`src/rtl/msp430_alu_wb.sv`:
```
// MSP430 execution-unit writeback: registers the ALU result into the register file
// or issues a byte-lane memory write with ready handshake and wait-state timeout.
module msp430_alu_wb #(
    parameter int TMO_W   = 4,
    parameter int TMO_MAX = 15
) (
    input  logic        mclk,
    input  logic        puc_rst_n,
    input  logic        exec_done,
    input  logic [15:0] alu_out,
    input  logic [3:0]  alu_stat,
    input  logic [3:0]  alu_stat_wr,
    input  logic        inst_bw,
    input  logic        dst_reg_wr,
    input  logic [3:0]  dst_reg,
    input  logic        dst_mem_wr,
    input  logic [15:0] dst_addr,
    input  logic        mem_ready,
    output logic        reg_wr_en,
    output logic [3:0]  reg_wr_addr,
    output logic [15:0] reg_wr_data,
    output logic [1:0]  mem_wr_be,
    output logic [15:0] mem_addr,
    output logic [15:0] mem_dout,
    output logic [3:0]  sr_flags,
    output logic        wb_busy,
    output logic        wb_err
);

    typedef enum logic [0:0] {
        IDLE   = 1'b0,
        MEM_WR = 1'b1
    } wb_state_t;

    // Abort fires on the wait cycle that brings the counter up to TMO_MAX.
    localparam logic [TMO_W-1:0] TMO_LAST = TMO_W'(TMO_MAX - 1);

    wb_state_t        state_r;
    wb_state_t        state_s;
    logic [TMO_W-1:0] cnt_r;
    logic [TMO_W-1:0] cnt_s;
    logic             capture_s;
    logic             reg_wr_en_s;
    logic [3:0]       reg_wr_addr_s;
    logic [15:0]      reg_wr_data_s;
    logic [1:0]       mem_wr_be_s;
    logic [15:0]      mem_addr_s;
    logic [15:0]      mem_dout_s;
    logic [3:0]       sr_flags_s;
    logic             wb_busy_s;
    logic             wb_err_s;

    function automatic logic [3:0] merge_flags(input logic [3:0] cur,
                                               input logic [3:0] stat,
                                               input logic [3:0] wr);
        return (cur & ~wr) | (stat & wr);
    endfunction

    // Next-state and next-output logic for the writeback FSM.
    always_comb begin
        state_s       = state_r;
        cnt_s         = cnt_r;
        capture_s     = exec_done & ~wb_busy;
        reg_wr_en_s   = 1'b0;
        reg_wr_addr_s = reg_wr_addr;
        reg_wr_data_s = reg_wr_data;
        mem_wr_be_s   = mem_wr_be;
        mem_addr_s    = mem_addr;
        mem_dout_s    = mem_dout;
        sr_flags_s    = sr_flags;
        wb_busy_s     = wb_busy;
        wb_err_s      = 1'b0;

        case (state_r)
            IDLE: begin
                if (capture_s) begin
                    // A register write targeting R2 replaces the whole status word.
                    if (dst_reg_wr && !dst_mem_wr && (dst_reg == 4'd2)) begin
                        sr_flags_s = {alu_out[8], alu_out[2], alu_out[1], alu_out[0]};
                    end else begin
                        sr_flags_s = merge_flags(sr_flags, alu_stat, alu_stat_wr);
                    end

                    if (dst_mem_wr) begin
                        state_s   = MEM_WR;
                        wb_busy_s = 1'b1;
                        cnt_s     = {TMO_W{1'b0}};
                        if (inst_bw) begin
                            mem_addr_s  = dst_addr;
                            mem_dout_s  = {alu_out[7:0], alu_out[7:0]};
                            mem_wr_be_s = dst_addr[0] ? 2'b10 : 2'b01;
                        end else begin
                            mem_addr_s  = {dst_addr[15:1], 1'b0};
                            mem_dout_s  = alu_out;
                            mem_wr_be_s = 2'b11;
                        end
                    end else if (dst_reg_wr) begin
                        reg_wr_en_s   = 1'b1;
                        reg_wr_addr_s = dst_reg;
                        reg_wr_data_s = inst_bw ? {8'h00, alu_out[7:0]} : alu_out;
                    end else begin
                        reg_wr_en_s = 1'b0;
                    end
                end else begin
                    state_s = IDLE;
                end
            end
            MEM_WR: begin
                if (mem_ready) begin
                    state_s     = IDLE;
                    mem_wr_be_s = 2'b00;
                    wb_busy_s   = 1'b0;
                    cnt_s       = {TMO_W{1'b0}};
                end else if (cnt_r == TMO_LAST) begin
                    state_s     = IDLE;
                    mem_wr_be_s = 2'b00;
                    wb_busy_s   = 1'b0;
                    wb_err_s    = 1'b1;
                    cnt_s       = {TMO_W{1'b0}};
                end else begin
                    cnt_s = cnt_r + TMO_W'(1);
                end
            end
            default: begin
                state_s     = IDLE;
                mem_wr_be_s = 2'b00;
                wb_busy_s   = 1'b0;
                cnt_s       = {TMO_W{1'b0}};
            end
        endcase
    end

    // State, counter and registered outputs.
    always_ff @(posedge mclk or negedge puc_rst_n) begin
        if (!puc_rst_n) begin
            state_r     <= IDLE;
            cnt_r       <= {TMO_W{1'b0}};
            reg_wr_en   <= 1'b0;
            reg_wr_addr <= 4'h0;
            reg_wr_data <= 16'h0000;
            mem_wr_be   <= 2'b00;
            mem_addr    <= 16'h0000;
            mem_dout    <= 16'h0000;
            sr_flags    <= 4'h0;
            wb_busy     <= 1'b0;
            wb_err      <= 1'b0;
        end else begin
            state_r     <= state_s;
            cnt_r       <= cnt_s;
            reg_wr_en   <= reg_wr_en_s;
            reg_wr_addr <= reg_wr_addr_s;
            reg_wr_data <= reg_wr_data_s;
            mem_wr_be   <= mem_wr_be_s;
            mem_addr    <= mem_addr_s;
            mem_dout    <= mem_dout_s;
            sr_flags    <= sr_flags_s;
            wb_busy     <= wb_busy_s;
            wb_err      <= wb_err_s;
        end
    end

endmodule
```
`config.mk`:
```
export PLATFORM = sky130hd
export DESIGN_NAME = msp430_alu_wb
export DESIGN_NICKNAME = d
export VERILOG_FILES = /design/src/rtl/msp430_alu_wb.sv
export SDC_FILE = /design/constraint.sdc
export NUM_CORES = 1
export LEC_CHECK = 0
export BUFFER_PORTS_ARGS = -buffer_cell sky130_fd_sc_hd__buf_4
export CORE_UTILIZATION = 24
export DETAILED_ROUTE_END_ITERATION = 10
export SLEW_MARGIN = 10
export SYNTH_ARGS = -nofsm -noshare
export SYNTH_HDL_FRONTEND = slang
export SYNTH_SLANG_ARGS = --single-unit
export TNS_END_PERCENT = 100
```
`constraint.sdc`:
```
create_clock -name mclk -period 3.75 [get_ports mclk]
set_input_delay 0.75 -clock mclk [delete_from_list [all_inputs] [get_ports mclk]]
set_output_delay 0.75 -clock mclk [all_outputs]
set_load 0.03 [all_outputs]
```
# Word level (Yosys, flattened, before mapping)
# Cells that the tools add are included.
[totals] register_bits=66 latchBits=0 ram_bits=0 rom_bits=0 input_bits=51 out_inout_bits=61 word_cells=66 n_memories=0
[op_classes] addsub=1 multipliers=0 div_mod_pow=0 order_cmp=0 n_eq_ne=5 shifts=0 n_mux=33 bitwise=8 reduce_logical=8
[op_table] op="$mux 16" n=2
[op_table] op="$mux 4" n=5
[op_table] op="$mux 1" n=16
[op_table] op="$mux 2" n=6
[op_table] op="$and 4x4->4" n=2
[op_table] op="$pmux 4 s2" n=1
[op_table] op="$reduce_and 3->1" n=2
[op_table] op="$add 4x1->4 const B" n=1
[op_table] op="$eq 4x2->1 const B" n=1
[op_table] op="$eq 4x4->1 const B" n=1
[op_table] op="$ne 2x2->1 const B" n=2
[op_table] op="$not 4->4" n=1
[op_table] op="$or 4x4->4" n=1
[op_table] op="$pmux 1 s2" n=2
[op_table] op="$pmux 2 s2" n=1
[op_table] op="$reduce_and 2->1" n=2
[op_table] op="$reduce_and 4->1" n=1
[op_table] op="$ne 3x2->1 const B" n=1
[op_table] op="$not 1->1" n=3
[op_table] op="$logic_and 1x1->1" n=2
[op_table] op="$and 1x1->1" n=1
[op_table] op="$logic_not 1->1" n=1

# Depth between registers and ports, before layout
# Gate-level depths: netlist of run 1.
[depth] depth_word=5 mapped_depth=5 mapped_depth_nobuf=5

# Least setup slack after synthesis of run 1
# Ideal clock, no wire load.
[synth_path] path_type="in2reg" startpoint="input port dst_reg[0]" endpoint="register (tool-made name)" setup_ns=0.134 arrival_ns=1.661 slack_ns=1.955 cell_stages=4 path_buffers=1 cell_sequence="or4b_1 > buf_2 > o2111ai_1 > nand4_1"
[synth_rtl] element="start: declaration" line="15" source="input logic [3:0] dst_reg,"

# Worst setup path after layout of run 1
[layout_path] startpoint="register state_r" endpoint="register reg_wr_data[2]"
[layout_via] elab_chain_len=2
[layout_rtl] element="start: declaration" line="38" source="wb_state_t state_r;"
[layout_rtl] element="start signal: assignment" line="148" source="state_r <= state_s;"
[layout_rtl] element="$not 1->1 (no line)"
[layout_rtl] element="$reduce_and 4->1 (no line)"
[layout_rtl] element="end signal: assignment" line="152" source="reg_wr_data <= reg_wr_data_s;"
[layout_rtl] element="end: declaration" line="21" source="output logic [15:0] reg_wr_data,"
# Every way passes these cells.
# A chain may end at the register's enable or synchronous reset.

==> impl_metrics.ini, run 1 <==
[drt]
vias = 2173
wl_per_cell_um = 14.8
antenna_left = 0
drc = 0
drtIter0Drc = 57
routed_wl_um = 7030
viasPerCell = 4.57
dr.pass1.iters = 4

[sta]
finClkSkew_ps = 4.91
fin_crit_sh = 0.582
finalCriticalPeriod_ps = 2180
max_freq_mhz = 458
worst_slew_pin_slew_ps = 984
slew_viol_final = 0
hold_violations = 0
setup_ws_ps = 1570
whs_ps = 485
slew-limit-headroom = 0.342
rsz0062_at_grt = false
finalSetupTns_ps = 0
setup-violations-final = 0

[finish]
fin_area_um2 = 4060
final_cells = 475
areaGrowthSynthToFinish_pct = 46.5
drive_gt1_frac = 0.513
ff_latch_area_um2 = 1650
nets = 383
diodes = 0
fillers = 1127
multi_input_area_um2 = 1060
utilization = 0.368

[setup_path]
critPathRequiredTime_ps = 3950
cp_slowest_cell = nand2_1
start_kind = register
crit_fanout = 21
path_class = reg2reg
cp-end-kind = register
crit_chain = nor3b_1 -> buf_4 -> nand2_1 -> mux2_1
cp_slowest_stage_delay_ps = 580
crit_arrival_ps = 2380

[clock_network]
cts_num_sinks = 66
cts_resized = 0
post_cts.repair.setup_buffers = 0
insertion_delay_ps = 330
htreeDepth = 3
hold_buffers = 0
cts_root_buf = clkbuf_16
clk_path_buf_depth = 2
path_clk_slew_ps = 60
cts_buffers = 9
cts_tree = done

[synth]
ys.flop_type = dfrtp_1
syn-num-nets = 269
async_flop_share = 1.00
netlist_area_um2 = 2770
yosys_warnings = 0
ys_ff_latch = 66
syn_avg_cell_area_um2 = 12.8
ys_types = 35
synthCells = 216
synth_edf_count = 0
ys_seq_area_frac = 0.595

[pwr]
netSwitchingFraction = 0.393
switchingPower_mw = 1.49
seq_power_share = 0.328
vdd_drop_max_uv = 519
clock_power_share = 0.224
power.total_mw = 3.78
p_per_area_nw_per_um2 = 932
internal_power_mw = 2.30
combPwrFrac = 0.448
leakagePower_nw = 1.92

[placed_design]
dp_hpwl_um = 5030
io_buffers = 111
placed_cells_incl_taps = 459
place_congestion = 0.783
place_ws_ps = 1200
placed_area_um2 = 3760

[status]
status = finished, final reports clean

[global_route]
grt_pass1_vias = 2165
grt-ovfl-total = 0
grt_usage = 0.124
grt_max_degree = 67
grt_pass1_wl_um = 11100
grt_antenna_before_repair = 0

[floorplanning]
core_region_area_um2 = 11000
dieArea_um2 = 12000
die_x_um = 110
start_util = 0.251
rows = 38
num_io_pins = 112
die_h_um = 110

[hold_path]
min_path_type = reg2reg

[job]
maxCapViolCount = 0
state kept, by name, indices dropped and copies added, names as in the netlist, named ones only:
register / count
cnt_r: 4
mem_addr: 16
mem_dout: 16
mem_wr_be: 2
reg_wr_addr: 4
reg_wr_data: 16
reg_wr_en: 1
state_r: 1
wb_busy: 1
wb_err: 1
routing by layer:
| metal | GRT usage | wire (um) | vias up |
|---|---|---|---|
| li1 | - | - | 1004 |
| met1 | 0.144 | 2940 | 1081 |
| met2 | 0.212 | 3490 | 80 |
| met3 | 0.0445 | 519 | 8 |
| met4 | 0.0429 | 72 | 0 |
| met5 | 0 | 0 | - |
synthesized netlist by cell type, drive strengths merged, types with 2 or more instances:
library cell	n	area share
dfrtp	66	0.60
mux2	43	0.17
nand2	17	0.023
nor2b	15	0.034
o21ai	15	0.027
buf	9	0.020
a21oi	8	0.014
nand4	8	0.018
nand3	4	0.0072
o2111ai	4	0.013
inv	3	0.0041
ha	2	0.0090
nor3b	2	0.0054
o22ai	2	0.0045
critical path, delay by kind of cell (launching register included):
family	cells	cell delay, ps
multiplexers	1	550
flip-flops	1	470
AND/OR/NAND/NOR	2	820
buffers and inverters	1	210
power by group through the flow:
stage          clock, mW  combinational, mW  sequential [mW]
2_1_floorplan          0              0.403             1.86
3_3_place_gp           0               1.70             1.24
3_5_place_dp           0               1.72             1.25
4_1_cts            0.879               1.72             1.24
5_1_grt            0.911               1.81             1.29
6_report           0.847               1.70             1.24
worst paths after layout:
kind	from	to	slack [ps]	depth (start not counted)
max	state_r	reg_wr_data[2]	1570	4
max reg2reg	state_r	reg_wr_data[2]	1570	4
max in group asynchronous	puc_rst_n	mem_dout[5]	2670	1
min in group asynchronous	puc_rst_n	cnt_r[3]	530	1
min reg2reg	mem_dout[11]	mem_dout[11]	480	2
min	mem_dout[11]	mem_dout[11]	480	2
area by class of cell:
class,count,share of cell area
Tap cell,140,0.0431
Sequential cell,66,0.407
Timing Repair Buffer,113,0.212
Clock inverter,4,0.0123
Inverter,3,0.00277
Multi-Input combinational cell,137,0.260
Clock buffer,12,0.0631
placed cells by master (no fill, tap or decap), types with 3 or more instances in the layout:
master / Yosys / layout
clkbuf_16: 0 / 9
o21ai_0: 7 / 7
nand2_1: 17 / 17
o2111ai_1: 4 / 4
mux2_2: 40 / 40
dfrtp_1: 66 / 66
o21ai_1: 8 / 8
nor2b_1: 15 / 15
inv_1: 3 / 3
nand4_1: 8 / 8
buf_4: 4 / 112
mux2_1: 3 / 3
nand3_1: 4 / 4
a21oi_1: 8 / 8
cell families (layout without fill, tap and decap cells):
| group | count (synthesis) | in the layout | share of synthesized area |
|---|---|---|---|
| adders and majority gates | 2 | 2 | 0.00902 |
| buffers and inverters | 13 | 132 | 0.0253 |
| AOI/OAI and AO/OA | 36 | 36 | 0.0803 |
| muxes | 43 | 43 | 0.175 |
| DFF | 66 | 66 | 0.595 |
| and+or+nand+nor | 56 | 56 | 0.115 |
Power figures use the tool's default switching activity.
==> inputs of run 2 (changes only) <==
==> constraint.sdc (replaced) <==
create_clock -name mclk -period 2.1 [get_ports mclk]
set_input_delay 0.42 -clock mclk [delete_from_list [all_inputs] [get_ports mclk]]
set_output_delay 0.42 -clock mclk [all_outputs]
set_load 0.03 [all_outputs]
==> impl_metrics.ini, run 2 (synthesis gave the netlist of run 1 again) <==
[hold_path]
min_path_type = in2async

[pwr]
leakagePower_nw = 1.94
vdd_drop_max_uv = 749
p_per_area_nw_per_um2 = 1640

[setup_path]
crit_chain = nor3b_1 -> nand2_1 -> buf_4 -> mux2_1
path_class = reg2reg
reg2reg_to = reg_wr_data[2]
crit_fanout = 21
cp_slowest_stage_delay_ps = 460
worst-path-buf-inv = 1
cp-end-kind = register
crit_arrival_ps = 1740
rr_worst_depth = 4
rrSetupSlack_ps = 570
critPathRequiredTime_ps = 2300
cp_slowest_cell = dfrtp_1
crit_family = flip-flops
r2r_start = state_r
start_kind = register

[global_route]
grt_pass1_wl_um = 11000
grt-ovfl-total = 0
grt_usage = 0.123
grt_antenna_before_repair = 0
grt_pass1_vias = 2211
grt_max_degree = 37

[clock_network]
hold_buffers = 0
htreeDepth = 3
cts_tree = done
cts_root_buf = clkbuf_16
cts_resized = 0
path_clk_slew_ps = 50
insertion_delay_ps = 320
cts_num_sinks = 66
cts_buffers = 9
post_cts.repair.setup_buffers = 0
clk_path_buf_depth = 2

[floorplanning]
dieArea_um2 = 12000
start_util = 0.251
die_h_um = 110
num_io_pins = 112
die_x_um = 110
rows = 38
core_region_area_um2 = 11000

[finish]
nets = 388
reg_top3 = mem_addr: 16 flops, mem_dout: 16 flops, reg_wr_data: 16 flops
diodes = 0
fillers = 1117
utilization = 0.370
areaGrowthSynthToFinish_pct = 47.1
ff_latch_area_um2 = 1650
final_common_cell = buf_4
multi_input_area_um2 = 1060
drive_gt1_frac = 0.516
final_cell_mix = buf_4, dfrtp_1, mux2_2, nand2_1, nor2b_1

[sta]
finClkSkew_ps = 5.13
whs_ps = 23.9
fin_crit_sh = 0.729
finalCriticalPeriod_ps = 1530
hold_violations = 0
setup-violations-final = 0
slew_viol_final = 0
max_freq_mhz = 653
finalSetupTns_ps = 0
rsz0062_at_grt = false
worst_slew_pin_slew_ps = 419
setup_ws_ps = 569
slew-limit-headroom = 0.721

[drt]
drc = 0
dr.pass1.iters = 4
antenna_left = 0
vias = 2143
drtIter0Drc = 60
routed_wl_um = 7000
viasPerCell = 4.47
wl_per_cell_um = 14.6

[placed_design]
io_buffers = 111
place_ws_ps = 388
dp_hpwl_um = 5150
place_congestion = 0.717

[status]
status = finished, final reports clean

[job]
maxCapViolCount = 0
[run 2: cell count changes in the layout (fill, tap and decap cells not counted), sizes merged]
| cell | delta |
|---|---|
| clkinvlp | -2 |
| clkinv | +1 |
| buf | +5 |
[run 2: stage by stage]
| stage | power (mW) | cell area (um^2) | cells |
|---|---|---|---|
| floorplan | 4.03 | 2770 | 216 |
| global placement | 5.25 | 3790 | 464 |
| detailed placement | 5.31 | 3790 | 464 |
| CTS | 6.82 | 4080 | 479 |
| global route | 7.09 | 4080 | 479 |
| finish | 6.71 | 4080 | 479 |
[run 2: power by group]
part	switching, mW	total [mW]	internal [mW]	leakage (nW)
combinational	1.76	3.03	1.26	0.993
clock	0.520	1.46	0.941	0.142
sequential	0.353	2.22	1.86	0.809
[run 2: worst max path at each step]
stage	depth (start not counted)	slack, ps	endpoint	from
5_1_grt	4	480	reg_wr_data[2]	state_r
4_1_cts	4	570	reg_wr_data[2]	state_r
2_1_floorplan	4	620	mem_addr[1]	wb_busy
3_3_place_gp	4	420	register	dst_reg[0]
3_5_place_dp	4	390	register	dst_reg[0]
6_report	4	570	reg_wr_data[2]	state_r
[run 2: area by class of cell]
cell class,instances,share of cell area
clock buffer,12,0.0604
clock inverter,3,0.00981
inverter,3,0.00276
multi-input combinational,137,0.259
sequential,66,0.405
tap,140,0.0429
timing repair buffer,118,0.220
[run 2: metal layers]
| metal | GRT usage | up-vias | wire (um) |
|---|---|---|---|
| met1 | 0.150 | 1039 | 3070 |
| met2 | 0.195 | 78 | 3330 |
| li1 | - | 1017 | - |
| met3 | 0.0439 | 9 | 507 |
| met4 | 0.0552 | 0 | 95 |
| met5 | 0 | - | 0 |
